File: config.mk
export PLATFORM = sky130hd
export DESIGN_NAME = cgra_stimulus_engine
export DESIGN_NICKNAME = d
export VERILOG_FILES = /design/src/rtl/cgra_stimulus_engine.sv
export SDC_FILE = /design/constraint.sdc
export NUM_CORES = 1
export LEC_CHECK = 0
export ABC_AREA = 1
export CORE_ASPECT_RATIO = 1.25
export CORE_MARGIN = 3
export CORE_UTILIZATION = 50
export CTS_BUF_LIST = sky130_fd_sc_hd__clkbuf_16
export DETAILED_ROUTE_END_ITERATION = 6
export PLACE_DENSITY = 0.82
export SYNTH_ARGS = -nofsm -noshare
export SYNTH_HDL_FRONTEND = slang
export SYNTH_SLANG_ARGS = --single-unit
File: constraint.sdc
create_clock -name clk_in -period 5.4 [get_ports clk_in]
set_input_delay 0.81 -clock clk_in [delete_from_list [all_inputs] [get_ports clk_in]]
set_output_delay 0.81 -clock clk_in [all_outputs]
set_load 0.02 [all_outputs]
File: src/rtl/cgra_stimulus_engine.sv
// Stimulus/capture engine for CGRA bring-up: streams config beats, drives pad sides, captures one side.
// Optional MISR over captured data is enabled by defining STIM_SIGNATURE_EN (adds signature_out).
module cgra_stimulus_engine #(
  parameter int DATA_WIDTH     = 16,
  parameter int NUM_SIDES      = 4,
  parameter int CFG_ADDR_WIDTH = 32,
  parameter int CFG_DATA_WIDTH = 32,
  parameter int CYCLE_WIDTH    = 32,
  localparam int SEL_WIDTH     = (NUM_SIDES > 1) ? $clog2(NUM_SIDES) : 1
) (
  input  logic                            clk_in,
  input  logic                            reset_in,
  input  logic                            start_in,
  input  logic [CYCLE_WIDTH-1:0]          max_cycles_in,
  input  logic                            cfg_valid_in,
  output logic                            cfg_ready_out,
  input  logic [CFG_ADDR_WIDTH-1:0]       cfg_addr_in,
  input  logic [CFG_DATA_WIDTH-1:0]       cfg_data_in,
  input  logic                            cfg_last_in,
  output logic [CFG_ADDR_WIDTH-1:0]       config_addr_out,
  output logic [CFG_DATA_WIDTH-1:0]       config_data_out,
  input  logic [2*NUM_SIDES-1:0]          side_mode_in,
  input  logic [DATA_WIDTH*NUM_SIDES-1:0] side_seed_in,
  output logic [DATA_WIDTH*NUM_SIDES-1:0] pad_data_out,
  input  logic [DATA_WIDTH*NUM_SIDES-1:0] pad_data_in,
  input  logic [SEL_WIDTH-1:0]            capture_sel_in,
  output logic                            capture_valid_out,
  output logic [DATA_WIDTH-1:0]           capture_data_out,
  output logic [CYCLE_WIDTH-1:0]          cycle_count_out,
`ifdef STIM_SIGNATURE_EN
  output logic [DATA_WIDTH-1:0]           signature_out,
`endif
  output logic                            busy_out,
  output logic                            done_out
);

  // state  | meaning
  // IDLE   | after reset, waiting for start
  // CONFIG | accepting config beats, forwarding them to the fabric
  // RUN    | stepping pad sides, capturing, counting cycles
  // DONE   | run budget spent, pads held until next start
  typedef enum logic [1:0] {IDLE, CONFIG, RUN, DONE} state_t;

  state_t state_q, state_d;
  logic cfg_accept, start_fire, run_entry, run_last;

  logic [CFG_ADDR_WIDTH-1:0]            cfg_addr_q;
  logic [CFG_DATA_WIDTH-1:0]            cfg_data_q;
  logic [NUM_SIDES-1:0][DATA_WIDTH-1:0] pad_q;
  logic [NUM_SIDES-1:0][1:0]            mode_q;
  logic [CYCLE_WIDTH-1:0]               count_q, remain_q;
  logic                                 cap_valid_q;
  logic [DATA_WIDTH-1:0]                cap_data_q, cap_sel_data;

  always_comb begin
    state_d    = state_q;
    cfg_accept = 1'b0;
    start_fire = 1'b0;
    run_entry  = 1'b0;
    run_last   = 1'b0;
    case (state_q)
      IDLE, DONE: if (start_in) begin
        start_fire = 1'b1;
        state_d    = CONFIG;
      end
      CONFIG: if (cfg_valid_in) begin
        cfg_accept = 1'b1;
        if (cfg_last_in) begin
          run_entry = 1'b1;
          state_d   = RUN;
        end
      end
      RUN: if (remain_q == CYCLE_WIDTH'(1)) begin
        run_last = 1'b1;
        state_d  = DONE;
      end
      default: state_d = IDLE;
    endcase
  end

  // Out-of-range selects fall through to zero.
  always_comb begin
    cap_sel_data = '0;
    for (int s = 0; s < NUM_SIDES; s++)
      if (capture_sel_in == SEL_WIDTH'(s)) cap_sel_data = pad_data_in[s*DATA_WIDTH +: DATA_WIDTH];
  end

  always_ff @(posedge clk_in or negedge reset_in) begin
    if (!reset_in) state_q <= IDLE;
    else           state_q <= state_d;
  end

  always_ff @(posedge clk_in or negedge reset_in) begin
    if (!reset_in) begin
      cfg_addr_q  <= '0;
      cfg_data_q  <= '0;
      pad_q       <= '0;
      mode_q      <= '0;
      count_q     <= '0;
      remain_q    <= '0;
      cap_valid_q <= 1'b0;
      cap_data_q  <= '0;
    end else begin
      cfg_addr_q  <= cfg_accept ? cfg_addr_in : '0;
      cfg_data_q  <= cfg_accept ? cfg_data_in : '0;
      cap_valid_q <= (state_q == RUN);
      if (state_q == RUN) cap_data_q <= cap_sel_data;
      if (start_fire) begin
        count_q <= '0;
        pad_q   <= '0;
      end else if (run_entry) begin
        count_q  <= '0;
        remain_q <= (max_cycles_in == '0) ? CYCLE_WIDTH'(1) : max_cycles_in;
        for (int s = 0; s < NUM_SIDES; s++) begin
          mode_q[s] <= side_mode_in[2*s +: 2];
          pad_q[s]  <= (side_mode_in[2*s +: 2] == 2'd0) ? '0 : side_seed_in[s*DATA_WIDTH +: DATA_WIDTH];
        end
      end else if (state_q == RUN) begin
        count_q  <= count_q + CYCLE_WIDTH'(1);
        remain_q <= remain_q - CYCLE_WIDTH'(1);
        // Skip the step on the exit edge so DONE holds the last RUN value.
        if (!run_last) begin
          for (int s = 0; s < NUM_SIDES; s++) begin
            case (mode_q[s])
              2'd1:    pad_q[s] <= pad_q[s] + DATA_WIDTH'(1);
              2'd3:    pad_q[s] <= pad_q[s] - DATA_WIDTH'(1);
              default: pad_q[s] <= pad_q[s];
            endcase
          end
        end
      end
    end
  end

`ifdef STIM_SIGNATURE_EN
  localparam logic [DATA_WIDTH-1:0] TAP_MASK = (DATA_WIDTH == 16) ? DATA_WIDTH'(16'hB400)
                                             : (DATA_WIDTH'(3) << (DATA_WIDTH - 2));
  logic [DATA_WIDTH-1:0] sig_q;

  always_ff @(posedge clk_in or negedge reset_in) begin
    if (!reset_in)        sig_q <= '0;
    else if (start_fire)  sig_q <= '0;
    else if (cap_valid_q) sig_q <= {sig_q[DATA_WIDTH-2:0], ^(sig_q & TAP_MASK)} ^ cap_data_q;
  end

  assign signature_out = sig_q;
`endif

  assign cfg_ready_out     = (state_q == CONFIG);
  assign config_addr_out   = cfg_addr_q;
  assign config_data_out   = cfg_data_q;
  assign pad_data_out      = pad_q;
  assign capture_valid_out = cap_valid_q;
  assign capture_data_out  = cap_data_q;
  assign cycle_count_out   = count_q;
  assign busy_out          = (state_q == CONFIG) || (state_q == RUN);
  assign done_out          = (state_q == DONE);

endmodule

After elaboration in Yosys (flattened, before gate mapping)
Index checks and enable logic that the tools add are counted.
Storage, ports and cells
  logic and storage cells: 106
  output and inout port bits: 180
  flip-flop bits (word level): 219
  input bits: 239
Operators by class
  $add $sub $neg: 10
  reduce and logical (&&, ||, !) cells: 22
  equality and inequality tests: 20
  bitwise gates (word level): 1
  muxes and demuxes: 38
Operators with widths (count)
  2-to-1 mux 32 bit: 8
  2-to-1 mux 64 bit: 4
  2-to-1 mux 16 bit: 8
  case mux 16 bit (2 select lines): 4
  adder 16 x 1 -> 16 bit, second input constant: 4
  subtractor 16 x 1 -> 16 bit, second input constant: 4
  adder 32 x 1 -> 32 bit, second input constant: 1
  == test 32 x 1 -> 1 bit, second input constant: 1
  logical NOT 32 bit: 1
  subtractor 32 x 1 -> 32 bit, second input constant: 1
  == test 2 bit, second input constant: 8
  nonzero test 4 bit: 4
  == test 2 x 1 -> 1 bit, second input constant: 6
  logical NOT 2 bit: 6
  AND reduction 3 bit: 4
  2-to-1 mux 1 bit: 9
  2-to-1 mux 2 bit: 4
  inequality test 2 bit, second input constant: 3
  case mux 2 bit (3 select lines): 1
  AND reduction 2 bit: 2
  AND reduction 4 bit: 1
  inequality test 3 bit, second input constant: 1
  nonzero test 3 bit: 1
  inequality test 2 x 1 -> 1 bit, second input constant: 1
  other kinds (4): 4

Logic depth before layout (Yosys ltp)
Gate-level depths: netlist of run 1.
  depth in word-level cells: 7
  gate-level depth with buffers: 18
  mapped depth without buffers: 17

Least setup slack after synthesis of run 1
Ideal clock, no wire load.
  kind: flip-flop to flip-flop
  start: reg state_q[1]
  end: reg pad_q, in the netlist pad_data_out[6]
  stages on the path, launching flop included: 14
  clock period less this slack: 1.943 ns
  data required time: 5.324 ns
  slack: 3.457 ns
  setup time: 0.076 ns
  buffers on the path: 1
  arrival: 1.866 ns
  cells stage by stage: dfrtp_1 -> inv_1 -> ha_1 -> nand3_1 -> nand2_2 -> inv_2 -> nand2_2 -> inv_2 -> nor2_2 -> nand3_2 -> buf_6 -> nor2_1 -> nand2_1 -> o21ai_1
Between the ends
  elaborated cells between the ends (all ways): 14
  classes of those cells: eq/ne: 4; mux: 5; reduce/logical: 5
RTL lines
  from (decl): RTL line 44  | state_t state_q, state_d;
  from (signal assigned): RTL line 90  | else state_q <= state_d;
  == test 2 x 1 -> 1 bit *
  net cfg_ready_out: RTL line 16  | output logic cfg_ready_out,
  2-to-1 mux 1 bit *: RTL line 61  | case (state_q)
  inequality test 3 bit (no source line), or another cell as far along
  AND reduction 3 bit (no source line) / 2-to-1 mux 64 bit (equally long branches)
  to (signal, indexed assignment): RTL line 116  | pad_q[s] <= (side_mode_in[2*s +: 2] == 2'd0) ? '0 : side_seed_in[s*DATA_WIDTH +: DATA_WIDTH];
  to (signal, indexed assignment): RTL line 125  | 2'd1: pad_q[s] <= pad_q[s] + DATA_WIDTH'(1);
  to (signal, indexed assignment): RTL line 126  | 2'd3: pad_q[s] <= pad_q[s] - DATA_WIDTH'(1);
  to (decl): RTL line 49  | logic [NUM_SIDES-1:0][DATA_WIDTH-1:0] pad_q;
The timed path passes the listed nets; every way through them passes the cells marked *.
A chain may end at the register's enable or synchronous reset.

Worst setup path in the final report of run 1
  start: reg state_q[1]
  end: reg pad_q, in the netlist pad_data_out[23]
Between the ends
  cells in the longest elaborated chain, start to end: 5
  elaborated cells between the ends (all ways): 14
  classes of those cells: eq/ne: 4; mux: 5; reduce/logical: 5
RTL lines (RTL line)
  == test 2 bit / logical NOT 2 bit (equally long branches): 61
  OR reduction 2 bit: 61
  2-to-1 mux 1 bit: 61
  inequality test 3 bit (no source line), or another cell as far along
  AND reduction 3 bit (no source line)
Several ways; a longest one is shown, not always the timed one.

==> results of run 1 <==
## synthesized netlist by cell type, types with 2 or more instances
cell type	count	area, um2
nand2_1	579	2170
nor2_1	278	1040
inv_1	273	1020
dfrtp_1	219	5480
nand3_1	165	826
o21ai_0	123	616
a21oi_1	119	596
xor2_1	32	280
clkbuf_1	30	113
a41oi_1	22	193
ha_1	21	263
buf_2	19	95.1
nand4_1	17	106
a221oi_1	16	140
nand2_2	15	93.8
nor2_2	14	87.6
nor3_1	14	70.1
o21ai_1	14	70.1
and2_1	10	62.6
buf_6	10	113
o22ai_1	10	62.6
xnor2_1	10	87.6
nor4_1	9	56.3
xor2_2	9	146
a22oi_1	8	60.1
inv_2	8	30.0
nand3_2	8	80.1
a31oi_1	7	43.8
o21a_1	7	52.6
clkinv_1	5	18.8
or2_2	4	25.0
buf_4	3	22.5
o21ai_2	3	26.3
a21o_1	2	15.0
a32oi_1	2	17.5
buf_1	2	7.51
nand2_4	2	22.5
nor2_4	2	22.5
nor3_2	2	20.0
nor3b_1	2	15.0
o21bai_1	2	15.0
## flip-flops by register name, indices dropped and copies added (netlist names)
register / cells
pad_data_out: 64
config_addr_out: 32
config_data_out: 32
cycle_count_out: 32
remain_q: 32
capture_data_out: 16
mode_q: 8
state_q: 2
capture_valid_out: 1
## layout by cell type, fill, tap and decap left out, types with 9 or more instances in the layout
cell type,n
nand2_1,578
clkdlybuf4s50_1,417
nor2_1,277
inv_1,276
dfrtp_1,219
nand3_1,164
o21ai_0,123
a21oi_1,119
xor2_1,32
clkbuf_16,25
a41oi_1,22
ha_1,21
nand4_1,17
nand2_2,16
a221oi_1,16
nor2_2,15
nor3_1,14
o21ai_1,14
o22ai_1,10
xnor2_1,10
and2_1,10
nor4_1,9
xor2_2,9
## worst register-to-register path: stages, from the launching register on
cell	delay (ns)
dfrtp_1	0.42
inv_1	0.09
ha_1	0.36
nand3_4	0.30
nand2_2	0.49
inv_2	0.41
nand2_2	0.31
inv_2	0.16
nor2_1	0.14
nand2_2	0.24
nor2_1	0.30
nand3_1	0.11
o21ai_0	0.10
## metrics by stage
| stage | instances | hold slack (ns) | instance area [um2] |
|---|---|---|---|
| after detailed placement | 2828 | 0.481 | 18800 |
| after global placement | 2828 | 0.471 | 18800 |
| after CTS | 2873 | 0.406 | 19600 |
| after global routing | 2873 | 0.397 | 19600 |
| after floorplan | 2114 | 0.494 | 14500 |
| final | 2873 | 0.317 | 19600 |
## final timing paths
path	endpoint	slack [ns]	depth (start not counted)
worst max register to register	pad_data_out[23]	1.89	12
worst min-delay path	pad_data_out[27]	0.32	1
min in group clk_in	capture_data_out[2]	0.49	2
worst max-delay path	pad_data_out[23]	1.89	12
worst min register to register	capture_data_out[2]	0.49	2
max in group asynchronous	config_addr_out[21]	3.99	2
## routing by layer
layer	vias to the layer above	global-route usage, %
met1	7401	38.3
met2	666	56.5
met3	132	7.94
li1	7558	-
met4	4	10.5
met5	-	0
## area by class of cell
type / instances / area (um2)
clock inverter: 20 / 159
clock buffer: 25 / 626
multi-input combinational: 1544 / 7560
inverter: 286 / 1070
timing repair buffer: 424 / 4250
sequential: 219 / 5480
tap: 355 / 444
fill: 2420 / 8900
## power by group through the flow
stage | Clock (mW) | Sequential, mW | Combinational (mW)
2_1_floorplan | 0 | 2.85 | 2.91
3_3_place_gp | 0 | 2.61 | 4.77
3_5_place_dp | 0 | 2.62 | 4.88
4_1_cts | 1.67 | 2.60 | 4.91
5_1_grt | 1.75 | 2.67 | 5.46
6_report | 1.66 | 2.62 | 4.94
## kinds of logic after synthesis
| kind of cell | Yosys count | synth area share, % |
|---|---|---|
| xor+xnor | 51 | 3.55 |
| fa+ha+maj | 21 | 1.82 |
| simple gates | 1126 | 32.9 |
| buf+inv | 351 | 9.95 |
| flops | 219 | 37.9 |
| compound gates | 345 | 13.8 |
| mux | 1 | 0.0692 |
==> summary.md, run 1 <==
| Metric | Value |
|---|---|
| Clock Tree Root | clkbuf_16 |
| Int Pwr | 4.87 mW |
| Count of cell types in the netlist | 58 |
| Worst-Margin Slew | 1.11 ns |
| I/O Pins | 419 |
| Gate Count Post-Synth | 2114 |
| Final Util | 68.8% |
| Seq pwr share | 28.4% |
| Total CTS buffers | 25 |
| # setup viols final | 0 |
| WS Path Type | flip-flop to flip-flop |
| Asr flop ratio synth | 100% |
| Post-DP HPWL | 39400 um |
| Initial DRC count | 1162 |
| GRT Residual Overflow | 0 |
| Hold_buf cts | 0 |
| Overall power | 9.22 mW |
| Final Hold Viols | 0 |
| Switching power share of the total | 47.2% |
| Net Switching | 4.35 mW |
| Final worst setup slack | 1.89 ns |
| Syn-to-layout area delta | 35.4% |
| Minimum clock period | 3.51 ns |
| Skew-Pair Late Insertion Delay | 0.53 ns |
| Critical path launch point type | flip-flop |
| Total iterations of the first detailed-routing run | 6 |
| RSZ-0062 raised after global routing | no |
| Overall Global Routing Usage | 32.1% |
| Die width | 158 um |
| Top FF cell, synth | dfrtp_1 |
| Syn. warnings | 0 |
| Post-synthesis area per instance | 6.84 um2 |
| Crit-path slowest cell | nand2_2 |
| Clock buffer depth | 3 |
| Worst path max stage delay | 0.48 ns |
| DRC Markers | 0 |
| Critical Path RT | 5.84 ns |
| Htree depth | 1 |
| Yosys reg bits | 219 |
| Logic pwr share | 53.6% |
| Final setup TNS | 0 ns |
| PwrDens | 470 nW/um2 |
| Crit. Startpoint | state_q[1] |
| Vias per inst | 5.49 |
| Row Count | 69 |
| Avg WL per Cell | 18.0 um |
| IO buf count | 418 |
| Max Freq | 285 MHz |
| Met2 routed WL | 25800 um |
| Critical Path Fanout Max | 30 |
| Highest routed layer | met5 |
| Metal-1 WL | 19100 um |
| Share of cells above drive strength 1 | 4.81% |
| Arrival time worst endpoint | 3.95 ns |
| First-pass GRT wire length | 79800 um |
| Number of setup buffers added after CTS | 0 |
| Crit-path most repeated cell | nand2_2 |
| Core area | 28500 um2 |
| Crit. End Element | flip-flop |
| Synth Cell Area | 14500 um2 |
| Vias in the first global route | 15.3k |
| Worst-path clk slew | 0.07 ns |
| Max Slew Vio Count | 0 |
| Met3 WL | 4940 um |
| Initial antenna violation count | 2 |
| Clock share of power | 18.0% |
| Worst Clk Skew | 0.0204 ns |
| Place WS | 1.43 ns |
| Total clock sinks | 219 |
| Peak VDD IR | 0.000274 V |
| Pin count of the biggest net entering global routing | 124 |
| Post-route ant nets | 0 |
| DIE HEIGHT | 196 um |
| Total Wirelength | 51700 um |
| Post-synthesis sequential area ratio | 37.9% |
| Max_slew headroom | 25.8% |
| Cell family with most CP delay | simple AND/OR/NAND/NOR gates |
| Period utilization | 65.0% |
| Leakage | 9.40 nW |
| Resize count post-CTS | 0 |
| Syn_nets | 2374 |
| Hold Crit Class | input pin to asynchronous set/reset pin |
| Number of synthesized flops with an enable pin | 0 |
| Cell Chain, Critical Path | inv_1 > ha_1 > nand3_4 > nand2_2 > inv_2 > nand2_2 > inv_2 > nor2_1 > nand2_2 > nor2_1 > nand3_1 > o21ai_0 |
| Outcome | completed |
| Gpl congestion | 0.991 |
| Max_cap viols | 0 |
| Nets | 2760 |
| DR vias | 15.8k |
| Buffer and inverter count on the worst path | 3 |
| Die Area | 31000 um2 |
| Starting Density | 50.8% |
| Reg2reg start | state_q[1] |
| CTS tree | done |
| N_diodes | 0 |
(Power assumes the default switching activity.)
==> inputs of run 2 (changes only) <==
--- a/config.mk
+++ b/config.mk
@@ -8,10 +8,10 @@
 export ABC_AREA = 1
 export CORE_ASPECT_RATIO = 1.25
 export CORE_MARGIN = 3
-export CORE_UTILIZATION = 50
+export CORE_UTILIZATION = 49
 export CTS_BUF_LIST = sky130_fd_sc_hd__clkbuf_16
 export DETAILED_ROUTE_END_ITERATION = 6
-export PLACE_DENSITY = 0.82
+export PLACE_DENSITY = 0.8
 export SYNTH_ARGS = -nofsm -noshare
 export SYNTH_HDL_FRONTEND = slang
 export SYNTH_SLANG_ARGS = --single-unit
==> constraint.sdc (replaced) <==
create_clock -name clk_in -period 3.3 [get_ports clk_in]
set_input_delay 0.495 -clock clk_in [delete_from_list [all_inputs] [get_ports clk_in]]
set_output_delay 0.495 -clock clk_in [all_outputs]
set_load 0.02 [all_outputs]
==> run 2 against run 1 <==
  * The flow now finishes with violations (hold timing)
  * Sequential power up 61%
  * Clock power rose by 76%
  * Final cell count up 1.7%
  * Sequential share of layout area fell by 0.33 points
  * Clock skew is 0.0022 ns lower
  * Total power grew 67%
  * Critical path depth down 8
  * First-iteration DRC count grew 2.5%
  * Flip-flop and latch count unchanged
  * Via count about the same
  * Wire length is 1.6% higher
  * Global-route usage increased by 0.063 points
  * Highest routed layer unchanged
==> summary.md, run 2 (synthesis results as in run 1) <==
| Metric | Value |
|---|---|
| Outcome | finished, violations left |
| Failing checks | hold timing |
| Max Freq | 382 MHz |
| GRT Residual Overflow | 0 |
| Max Slew Vio Count | 0 |
| Clock Tree Root | clkbuf_16 |
| Period utilization | 79.4% |
| Critical path launch point type | flip-flop |
| Die Area | 31600 um2 |
| Minimum clock period | 2.62 ns |
| Row Count | 69 |
| Resize count post-CTS | 0 |
| Critical Path RT | 2.80 ns |
| Final setup TNS | 0 ns |
| Nets | 2775 |
| Max reg flops | 64 |
| Vias in the first global route | 15.2k |
| Peak VDD IR | 0.000466 V |
| Post-DP HPWL | 39900 um |
| Total CTS buffers | 25 |
| Htree depth | 1 |
| Starting Density | 50.3% |
| Initial antenna violation count | 1 |
| Syn-to-layout area delta | 37.1% |
| Critical Path Fanout Max | 5 |
| Total Wirelength | 52500 um |
| DRC Markers | 0 |
| Clock buffer depth | 3 |
| Post-route ant nets | 0 |
| Initial DRC count | 1191 |
| Max_cap viols | 0 |
| WS Path Type | flip-flop to output pin |
| N_diodes | 0 |
| Cells after DPL | 2878 |
| Skew-Pair Late Insertion Delay | 0.55 ns |
| Pin count of the biggest net entering global routing | 104 |
| RSZ-0062 raised after global routing | no |
| CTS tree | done |
| Max_slew headroom | 26.3% |
| Worst-Margin Slew | 1.10 ns |
| DIE HEIGHT | 198 um |
| Share of cells above drive strength 1 | 5.18% |
| I/O Pins | 419 |
| IO buf count | 418 |
| Number of setup buffers added after CTS | 0 |
| Worst Clk Skew | 0.0183 ns |
| Arrival time worst endpoint | 2.13 ns |
| Leakage | 9.52 nW |
| Die width | 160 um |
| Avg WL per Cell | 18.0 um |
| WHS | -0.0167 ns |
| # setup viols final | 0 |
| Most frequent cells in the layout | 578 x nand2_1, 417 x clkdlybuf4s50_1, 280 x inv_1 |
| Core area | 28700 um2 |
| Crit. End Element | output pin |
| Vias per inst | 5.40 |
| Overall Global Routing Usage | 32.2% |
| Final std cells w/o fill | 2921 |
| Final Hold Viols | 5 |
| PwrDens | 775 nW/um2 |
| Hold Crit Class | input pin to asynchronous set/reset pin |
| Gpl congestion | 0.995 |
| Worst-path clk slew | 0.06 ns |
| First-pass GRT wire length | 82500 um |
| Total iterations of the first detailed-routing run | 6 |
| Total clock sinks | 219 |
| Commonest non-fill, non-tap cell in the layout | nand2_1 |
| Hold_buf cts | 0 |
| DR vias | 15.8k |
-- run 2: changes by cell type in the layout (fill, tap and decap cells not counted), sizes merged --
cell / change
clkinvlp: -2
inv: +4
clkinv: -7
bufinv: +3
buf: +15
-- run 2: metrics by stage --
step	hold WS (ns)	utilization [%]	setup WS, ns	cell area [um2]	power (mW)
detailed placement	0.479	66.1	0.508	19000	12.4
floorplan	0.199	-	1.36	14500	9.43
global route	0.0572	69.0	0.462	19800	16.5
finish	-0.0167	69.0	0.680	19800	15.4
global placement	0.469	66.1	0.566	19000	12.2
CTS	0.0390	69.0	0.678	19800	15.3
-- run 2: layer usage --
metal,share of wire (%),global-route usage [%],up-vias
met1,38,38.4,7293
li1,-,-,7593
met4,4.2,12.3,2
met3,9.1,7.93,142
met5,0.021,0,-
met2,49,56.4,738
-- run 2: path summary, 6_finish.rpt --
kind                                startpoint                  end  slack, ns  depth (start not counted)
max reg2reg                         state_q[0]     pad_data_out[23]       0.70                         12
max in group asynchronous             reset_in     pad_data_out[46]       2.46                          2
max                                 state_q[0]             busy_out       0.68                          4
min                                   reset_in     pad_data_out[28]      -0.02                          1
min reg2reg                capture_data_out[3]  capture_data_out[3]       0.50                          2
min in group clk_in             cfg_addr_in[6]   config_addr_out[6]       0.47                          3
-- run 2: area by class of cell --
cell class | count | area (um2)
Multi-Input combinational cell | 1544 | 7560
Tap cell | 390 | 488
Clock buffer | 25 | 626
Sequential cell | 219 | 5480
Inverter | 286 | 1070
Timing Repair Buffer | 439 | 4380
Clock inverter | 18 | 211
Fill cell | 2436 | 8920
-- run 2: report_power, final --
part / switching, mW / total (mW) / internal (mW)
Combinational: 5.19 / 8.23 / 3.04
Sequential: 0.769 / 4.23 / 3.46
Clock: 1.17 / 2.92 / 1.76
Total: 7.12 / 15.4 / 8.25
-- run 2: worst max-delay path, cell delays in order, from the launching register on --
cell and delay [ns]:
dfrtp_1 0.41, inv_1 0.07, ha_1 0.34, inv_1 0.09
clkdlybuf4s50_1 0.67
